==> src/rtl/ir_sampler.sv <==
// IR sensor sampler: pulses the emitters, runs a left/right A2D pair and publishes readings,
// open flags and a saturated derivative term. Define IR_OPN_HYST_EN for hysteretic open flags.
module ir_sampler #(
   parameter logic [19:0] PERIOD     = 20'd100000,
   parameter logic [9:0]  SETTLE     = 10'd500,
   parameter logic [11:0] OPN_THRESH = 12'h444,
   parameter logic [11:0] HYST       = 12'h080,
   parameter logic [2:0]  LFT_CHNL   = 3'd0,
   parameter logic [2:0]  RGHT_CHNL  = 3'd1
) (
   input  logic        clk,
   input  logic        rst,
   input  logic        en,
   input  logic        cnv_cmplt,
   input  logic [11:0] res,
   output logic        strt_cnv,
   output logic [2:0]  chnnl,
   output logic        IR_en,
   output logic [11:0] lft_IR,
   output logic [11:0] rght_IR,
   output logic        lft_opn,
   output logic        rght_opn,
   output logic [8:0]  IR_Dtrm,
   output logic        vld
);

   typedef enum logic [2:0] {ST_IDLE, ST_SETTLE, ST_CNV_L, ST_CNV_R, ST_UPDATE} state_t;

   state_t             state;
   logic [19:0]        period_cnt;
   logic [9:0]         settle_cnt;
   logic [11:0]        lft_cap;
   logic [11:0]        rght_cap;
   logic signed [12:0] err_prev;
   logic               first;
   logic               tick;
   logic signed [12:0] err;
   logic signed [13:0] d;
   logic [8:0]         d_sat;
   logic               lft_opn_nxt;
   logic               rght_opn_nxt;

   assign tick = (period_cnt == PERIOD - 20'd1);

   always_ff @(posedge clk or posedge rst) begin
      if (rst)
         period_cnt <= '0;
      else if (tick)
         period_cnt <= '0;
      else
         period_cnt <= period_cnt + 20'd1;
   end

   // Both operands are zero-extended so the 12-bit readings subtract as unsigned magnitudes.
   always_comb begin
      err = $signed({1'b0, lft_cap}) - $signed({1'b0, rght_cap});
      d   = $signed({err[12], err}) - $signed({err_prev[12], err_prev});
      if (d > 14'sd255)
         d_sat = 9'h0FF;
      else if (d < -14'sd256)
         d_sat = 9'h100;
      else
         d_sat = d[8:0];
   end

`ifdef IR_OPN_HYST_EN
   localparam logic [12:0] CLR_LEVEL = {1'b0, OPN_THRESH} + {1'b0, HYST};

   always_comb begin
      lft_opn_nxt  = lft_opn;
      rght_opn_nxt = rght_opn;
      if (lft_cap < OPN_THRESH)
         lft_opn_nxt = 1'b1;
      else if ({1'b0, lft_cap} > CLR_LEVEL)
         lft_opn_nxt = 1'b0;
      if (rght_cap < OPN_THRESH)
         rght_opn_nxt = 1'b1;
      else if ({1'b0, rght_cap} > CLR_LEVEL)
         rght_opn_nxt = 1'b0;
   end
`else
   always_comb begin
      lft_opn_nxt  = (lft_cap < OPN_THRESH);
      rght_opn_nxt = (rght_cap < OPN_THRESH);
   end
`endif

   // Sequencer; ticks arriving outside IDLE are simply not looked at.
   always_ff @(posedge clk or posedge rst) begin
      if (rst) begin
         state      <= ST_IDLE;
         settle_cnt <= '0;
         strt_cnv   <= 1'b0;
         chnnl      <= LFT_CHNL;
         IR_en      <= 1'b0;
         vld        <= 1'b0;
         lft_cap    <= '0;
         rght_cap   <= '0;
         lft_IR     <= '0;
         rght_IR    <= '0;
         lft_opn    <= 1'b0;
         rght_opn   <= 1'b0;
         IR_Dtrm    <= '0;
         err_prev   <= '0;
         first      <= 1'b1;
      end else begin
         strt_cnv <= 1'b0;
         vld      <= 1'b0;
         case (state)
            ST_IDLE: begin
               if (tick && en) begin
                  state      <= ST_SETTLE;
                  IR_en      <= 1'b1;
                  settle_cnt <= '0;
               end
            end
            ST_SETTLE: begin
               if (settle_cnt == SETTLE - 10'd1) begin
                  state    <= ST_CNV_L;
                  strt_cnv <= 1'b1;
                  chnnl    <= LFT_CHNL;
               end else begin
                  settle_cnt <= settle_cnt + 10'd1;
               end
            end
            ST_CNV_L: begin
               if (cnv_cmplt) begin
                  lft_cap  <= res;
                  strt_cnv <= 1'b1;
                  chnnl    <= RGHT_CHNL;
                  state    <= ST_CNV_R;
               end
            end
            ST_CNV_R: begin
               if (cnv_cmplt) begin
                  rght_cap <= res;
                  IR_en    <= 1'b0;
                  state    <= ST_UPDATE;
               end
            end
            ST_UPDATE: begin
               lft_IR   <= lft_cap;
               rght_IR  <= rght_cap;
               lft_opn  <= lft_opn_nxt;
               rght_opn <= rght_opn_nxt;
               IR_Dtrm  <= first ? 9'h000 : d_sat;
               first    <= 1'b0;
               err_prev <= err;
               vld      <= 1'b1;
               state    <= ST_IDLE;
            end
            default: state <= ST_IDLE;
         endcase
      end
   end

endmodule
==> config.mk <==
export PLATFORM = sky130hd
export DESIGN_NAME = ir_sampler
export DESIGN_NICKNAME = d
export VERILOG_FILES = /design/src/rtl/ir_sampler.sv
export SDC_FILE = /design/constraint.sdc
export NUM_CORES = 1
export LEC_CHECK = 0
export CAP_MARGIN = 20
export CORE_ASPECT_RATIO = 0.5
export CORE_MARGIN = 4
export CORE_UTILIZATION = 58
export CTS_BUF_LIST = sky130_fd_sc_hd__clkbuf_16
export CTS_CLUSTER_DIAMETER = 150
export DETAILED_ROUTE_END_ITERATION = 10
export GPL_ROUTABILITY_DRIVEN = 0
export PLACE_DENSITY = 0.88
export SLEW_MARGIN = 25
export SYNTH_ARGS = -nofsm -noshare
export SYNTH_HDL_FRONTEND = slang
export SYNTH_SLANG_ARGS = --single-unit
==> constraint.sdc <==
create_clock -name clk -period 12.4 [get_ports clk]
set_input_delay 1.86 -clock clk [delete_from_list [all_inputs] [get_ports clk]]
set_output_delay 1.86 -clock clk [all_outputs]
set_load 0.01 [all_outputs]
==> results.toml, run 1 <==
[outcome]
status = "completed"

[clock_tree]
post_cts_buffers = 0
cts_sinks = 110
cts-root-buf = "clkbuf_16"
clk_pin_slew_ns = 0.07
insertion_delay_ns = 0.35
cts-resized-gates = 0
cts_buffers = 9
cts_tree = "yes"
cts_hold_buf = 0
clockBufferDepth = 2
cts.htree.levels = 3

[detailed_routing]
vias = 4430
wl_met2_um = 5850
routed-wl-met3_um = 448
drt_drc_violations_left = 0
top_layer = "met4"
drtIter0Drc = 264
wirelength_met1_um = 5340
drt_wl_total_um = 11800
ant_nets = 0
drt_first_pass_iters = 5
routedWlPerCell_um = 14.8
vias_per_cell = 5.59

[timing]
tns_ns = 0
slew-limit-headroom_pct = 46.3
timing_hold_violations_final = 0
setup_violations = 0
drv_slew = 0
period_share_pct = 36.5
setup_slack_ns = 7.87
finalCriticalPeriod_ns = 4.53
hold_ws_ns = 0.480
rsz0062_at_grt = "no"
worstMarginPinSlew_ns = 0.806
clock_skew_ns = 0.00798
max_freq_mhz = 221

[worst_setup_path]
critPathKind = "register to register"
worstPathCellList = "ha_1, fa_1, nor2b_1, o21ai_0, a21boi_0, o21a_1, o21ai_0, a2111oi_0, o21a_1, nor2_1, ha_1, and4_1, and3_1, nor3_1, a21oi_1, a21bo_1, or3_1, nand2_1"
slowest_delay_ns = 0.52
crit_arrival_ns = 4.81
r2r-end = "IR_Dtrm[5]$_DFFE_PP0P_"
worst_r2r_path_depth = 18
path_max_fanout = 11
r2r_start = "rght_cap[0]$_DFFE_PP0P_"
crit_slowest_cell = "a2111oi_0"
cp-end-kind = "register"
ff2ff_setup_slack_ns = 7.87
critical_path.startpoint_type = "register"
crit_required_ns = 12.68

[yosys]
yosysSeqAreaShare_pct = 48.3
ys_warn_count = 0
ys.flop_type = "dfrtp_1"
synth_edf_count = 0
ys_types = 56
avgSynthCellArea_um2 = 9.42
syn_area_um2 = 5700
syn-instance-count = 605
synthArstFlopShare_pct = 100
synth-seq-cells = 110

[global_route]
grt_start_max_net_pins = 67
grt_overflow = 0
first_global_vias = 4312
grt_usage_pct = 21.7
antenna_found_initial = 0
grt_pass1_wl_um = 20500

[finish]
final_cell_mix = "109 x dfrtp_1, 103 x nand2_1, 54 x clkdlybuf4s50_1, 46 x o21ai_0, 45 x nor2_1"
area_delta_synth_final_pct = 16.4
layout.nets = 698
multi_input_area_um2 = 2730
diodes = 0
num-fill-cells = 713
area.sequential_um2 = 2750
drive_gt1_share_pct = 6.70
layout_commonest_cell = "dfrtp_1"

[floorplan]
die_area_um2 = 11600
chipHeight_um = 78.1
num_rows = 25
core_um2 = 9510
ioPinCount = 57
start_util_pct = 59.9
die_w_um = 148

[power_and_ir_drop]
cellPowerDensity_nw_per_um2 = 274
ir_drop_v = 0.000126
p_leak_nw = 3.04

[placement]
dp_slack_ns = 7.94
io_buffers = 54
hpwl_um = 8130

[hold_path]
worstHoldStart = "period_cnt[4]$_DFF_PP0_"
holdPathStages = 1
hold_path_class = "register to register"
hold_path_end = "period_cnt[4]$_DFF_PP0_"

[run]
drv_cap = 0
==> synth_stat cells, types with 4 or more instances <==
cell type / n / area share, %
o21ai_0: 46 / 4.0
o31ai_1: 6 / 0.79
xor2_1: 18 / 2.8
nand3_1: 25 / 2.2
nor3_1: 17 / 1.5
inv_1: 35 / 2.3
ha_1: 27 / 5.9
o21a_1: 5 / 0.66
clkbuf_1: 14 / 0.92
mux2_2: 16 / 3.2
nand4_1: 4 / 0.44
a21o_1: 5 / 0.66
a21oi_1: 18 / 1.6
and3_1: 10 / 1.1
a211oi_1: 6 / 0.79
dfrtp_1: 109 / 48
a22oi_1: 6 / 0.79
xnor2_1: 22 / 3.4
or3_1: 5 / 0.55
nand2_1: 104 / 6.9
buf_2: 4 / 0.35
nor2_1: 46 / 3.0
nor2b_1: 6 / 0.66
==> area by class of cell <==
type / instances / share of cell area (%)
flip-flops and latches: 110 / 41.5
inverters: 36 / 2.08
well taps: 135 / 2.55
clock buffers: 9 / 3.40
repair buffers: 57 / 8.49
clock inverters: 6 / 0.831
multi-input cells: 439 / 41.1
==> cells by family (layout without fill, tap and decap cells) <==
family                   count (synthesis)  after routing  synth area share, %
buffers and inverters                   57            108                 3.98
flip-flops                             110            110                 48.3
AND/OR/NAND/NOR                        236            236                 18.7
multiplexers                            16             16                 3.16
adder cells (fa/ha/maj)                 29             29                 6.63
other                                    1              2               0.0658
AO/OA/AOI/OAI                          116            116                 13.0
XOR/XNOR                                40             40                 6.15
==> metal layers <==
metal | track usage [%] | vias to the layer above
met5 | 0 | -
met4 | 4.52 | 0
met3 | 4.15 | 12
met2 | 37.8 | 84
met1 | 28.7 | 2168
li1 | - | 2166
==> stage by stage <==
step / cell area, µm² / power, mW / instances / util, %
after floorplan: 5700 / 1.29 / 606 / -
after global placement: 6350 / 1.49 / 777 / 66.7
after detailed placement: 6350 / 1.53 / 777 / 66.8
after CTS: 6630 / 1.81 / 792 / 69.7
after global routing: 6630 / 1.98 / 792 / 69.7
final: 6630 / 1.82 / 792 / 69.7
==> power breakdown <==
group	internal, mW	switching, mW
Clock	0.139	0.137
Combinational	0.459	0.587
Sequential	0.438	0.0593
==> worst max-delay path: cells and delay by family, from the launching register on <==
family | cells | cell delay [ns]
compound gates | 8 | 1.64
fa+ha+maj | 3 | 1.03
simple gates | 7 | 1.40
flops | 1 | 0.41
==> worst max path at each step <==
stage / startpoint / endpoint / slack, ns
global route: rght_cap[0]$_DFFE_PP0P_ / IR_Dtrm[4]$_DFFE_PP0P_ / 7.33
floorplan: rst / IR_Dtrm[0]$_DFFE_PP0P_ / 7.64
detailed placement: rght_cap[0]$_DFFE_PP0P_ / IR_Dtrm[5]$_DFFE_PP0P_ / 7.94
global placement: rght_cap[0]$_DFFE_PP0P_ / IR_Dtrm[2]$_DFFE_PP0P_ / 8.03
CTS: rght_cap[0]$_DFFE_PP0P_ / IR_Dtrm[5]$_DFFE_PP0P_ / 7.90
finish: rght_cap[0]$_DFFE_PP0P_ / IR_Dtrm[5]$_DFFE_PP0P_ / 7.87
==> registers in the layout, summed over array words and instances (netlist names), 3 cells and up <==
name and count:
period_cnt 20, settle_cnt 10, rght_IR 12, rght_cap 12, lft_cap 12, err_prev 13, lft_IR 12, IR_Dtrm 9
state 3
No activity file was read; power rests on OpenSTA's default activity.
==> run 2: changes to the inputs <==
--- a/config.mk
+++ b/config.mk
@@ -8,12 +8,12 @@
 export CAP_MARGIN = 20
 export CORE_ASPECT_RATIO = 0.5
 export CORE_MARGIN = 4
-export CORE_UTILIZATION = 58
+export CORE_UTILIZATION = 57
 export CTS_BUF_LIST = sky130_fd_sc_hd__clkbuf_16
 export CTS_CLUSTER_DIAMETER = 150
 export DETAILED_ROUTE_END_ITERATION = 10
 export GPL_ROUTABILITY_DRIVEN = 0
-export PLACE_DENSITY = 0.88
+export PLACE_DENSITY = 0.87
 export SLEW_MARGIN = 25
 export SYNTH_ARGS = -nofsm -noshare
 export SYNTH_HDL_FRONTEND = slang
==> constraint.sdc (replaced) <==
create_clock -name clk -period 4.3 [get_ports clk]
set_input_delay 0.645 -clock clk [delete_from_list [all_inputs] [get_ports clk]]
set_output_delay 0.645 -clock clk [all_outputs]
set_load 0.01 [all_outputs]
==> results.toml, run 2 (same netlist as run 1, synthesis figures left out) <==
[finish]
largest_reg_flops = 20
top_register = "period_cnt"
area_delta_synth_final_pct = 21.5
layout_commonest_cell = "dfrtp_1"
num-fill-cells = 666
diodes = 0
drive_gt1_share_pct = 11.7
layout.nets = 718
final_cell_mix = "109 x dfrtp_1, 103 x nand2_1, 54 x clkdlybuf4s50_1, 45 x nor2_1, 43 x o21ai_0"
top_regs = "period_cnt (20), err_prev (13)"

[power_and_ir_drop]
combPwrFrac_pct = 59.8
p_int_mw = 3.40
cellPowerDensity_nw_per_um2 = 850
pwr-share-seq_pct = 24.4
swShare_pct = 42.1
p_switching_mw = 2.48
p_leak_nw = 3.18
ir_drop_v = 0.000380
clockPowerShare_pct = 15.8

[timing]
rsz0062_at_grt = "yes"
drv_slew = 0
worstMarginPinSlew_ns = 0.708
setup_slack_ns = 0.0613
setup_violations = 0
timing_hold_violations_final = 0
max_freq_mhz = 236
hold_ws_ns = 0.478
slew-limit-headroom_pct = 52.5
finalCriticalPeriod_ns = 4.24
period_share_pct = 98.6
clock_skew_ns = 0.00715

[run]
drv_cap = 0

[worst_setup_path]
path_max_fanout = 6
cp-end-kind = "register"
ff2ff_setup_slack_ns = 0.06
critical_path.startpoint_type = "register"
crit_required_ns = 4.60
crit_arrival_ns = 4.54
critPathKind = "register to register"

[floorplan]
ioPinCount = 57
start_util_pct = 59.3
die_area_um2 = 11800
core_um2 = 9600
die_w_um = 149
chipHeight_um = 78.7
num_rows = 25

[detailed_routing]
routedWlPerCell_um = 15.7
ant_nets = 0
vias = 4579
drtIter0Drc = 302
drt_first_pass_iters = 5
drt_drc_violations_left = 0
vias_per_cell = 5.63
drt_wl_total_um = 12700

[placement]
io_buffers = 54
hpwl_um = 8470
dp_slack_ns = -0.114

[global_route]
grt_overflow = 0
grt_pass1_wl_um = 21000
antenna_found_initial = 0
first_global_vias = 4515
grt_usage_pct = 22.1
grt_start_max_net_pins = 66

[hold_path]
hold_path_class = "register to register"

[clock_tree]
cts-root-buf = "clkbuf_16"
cts_tree = "yes"
insertion_delay_ns = 0.36
cts_buffers = 9
cts_sinks = 110
clk_pin_slew_ns = 0.07
cts.htree.levels = 3
clockBufferDepth = 2
cts_hold_buf = 0

[outcome]
status = "completed"
-- run 2: cell types whose count changed in the layout (fill, tap and decap cells not counted), sizes merged --
cell      previous run  this run
buf                  3        23
clkinvlp             2         1
bufinv               0         2
-- run 2: timing repair --
action | in CTS | in global routing
endpoints found under the setup margin | 8 | 8
buffers inserted | 7 | 5
pin swaps | 3 | 11
gates resized for setup | 7 | 18
-- run 2: power by group through the flow --
stage,logic (mW),registers [mW],clock network [mW]
after detailed placement,3.09,1.45,0
final,3.52,1.44,0.927
after global routing,3.87,1.47,0.982
after CTS,3.23,1.43,0.936
after global placement,2.96,1.43,0
after floorplan,2.28,1.44,0
-- run 2: per-stage QoR --
step	instances	total power [mW]	TNS, ns	util (%)	area (µm²)
2_1_floorplan	606	3.72	0	-	5700
6_report	813	5.88	0	72.1	6920
3_5_place_dp	785	4.53	-0.713	66.7	6410
4_1_cts	808	5.60	0	70.9	6810
5_1_grt	813	6.31	-0.465	72.1	6920
3_3_place_gp	785	4.40	0	66.7	6410
-- run 2: path summary, 6_finish.rpt --
kind | to | start | cells after the start
setup / recovery | IR_Dtrm[6]$_DFFE_PP0P_ | rght_cap[0]$_DFFE_PP0P_ | 22
hold / removal | IR_Dtrm[8]$_DFFE_PP0P_ | IR_Dtrm[8]$_DFFE_PP0P_ | 2
setup reg to reg | IR_Dtrm[6]$_DFFE_PP0P_ | rght_cap[0]$_DFFE_PP0P_ | 22
hold reg to reg | IR_Dtrm[8]$_DFFE_PP0P_ | IR_Dtrm[8]$_DFFE_PP0P_ | 2
max in group asynchronous | lft_cap[1]$_DFFE_PP0P_ | rst | 3
min in group asynchronous | vld$_DFF_PP0_ | rst | 2
-- run 2: metal layers --
layer | routed length, µm | track usage [%] | part of all wire [%]
met5 | 0 | 0 | 0
met4 | 267 | 6.21 | 2.1
met3 | 465 | 5.13 | 3.7
met2 | 6390 | 38.8 | 50
met1 | 5610 | 27.6 | 44
-- run 2: critical path: stages, from the launching register on --
cell,delay (ns)
dfrtp_1,0.42
ha_4,0.18
fa_2,0.40
nor2b_2,0.16
o21ai_2,0.09
a21boi_2,0.16
buf_4,0.13
buf_4,0.10
buf_4,0.09
buf_4,0.10
buf_4,0.11
buf_4,0.10
buf_4,0.09
nor2_2,0.04
ha_2,0.19
or3_1,0.37
o211a_1,0.28
buf_4,0.15
o211ai_1,0.22
a32oi_1,0.15
a21bo_1,0.22
or3_4,0.36
nand2_1,0.07
-- run 2: layout make-up --
cell class / instances / area (µm²) / share of cell area, %
clock buffers: 9 / 225 / 3.25
multi-input cells: 439 / 2820 / 40.7
flip-flops and latches: 110 / 2750 / 39.8
clock inverters: 7 / 103 / 1.48
inverters: 36 / 138 / 1.99
repair buffers: 77 / 713 / 10.3
well taps: 135 / 169 / 2.44
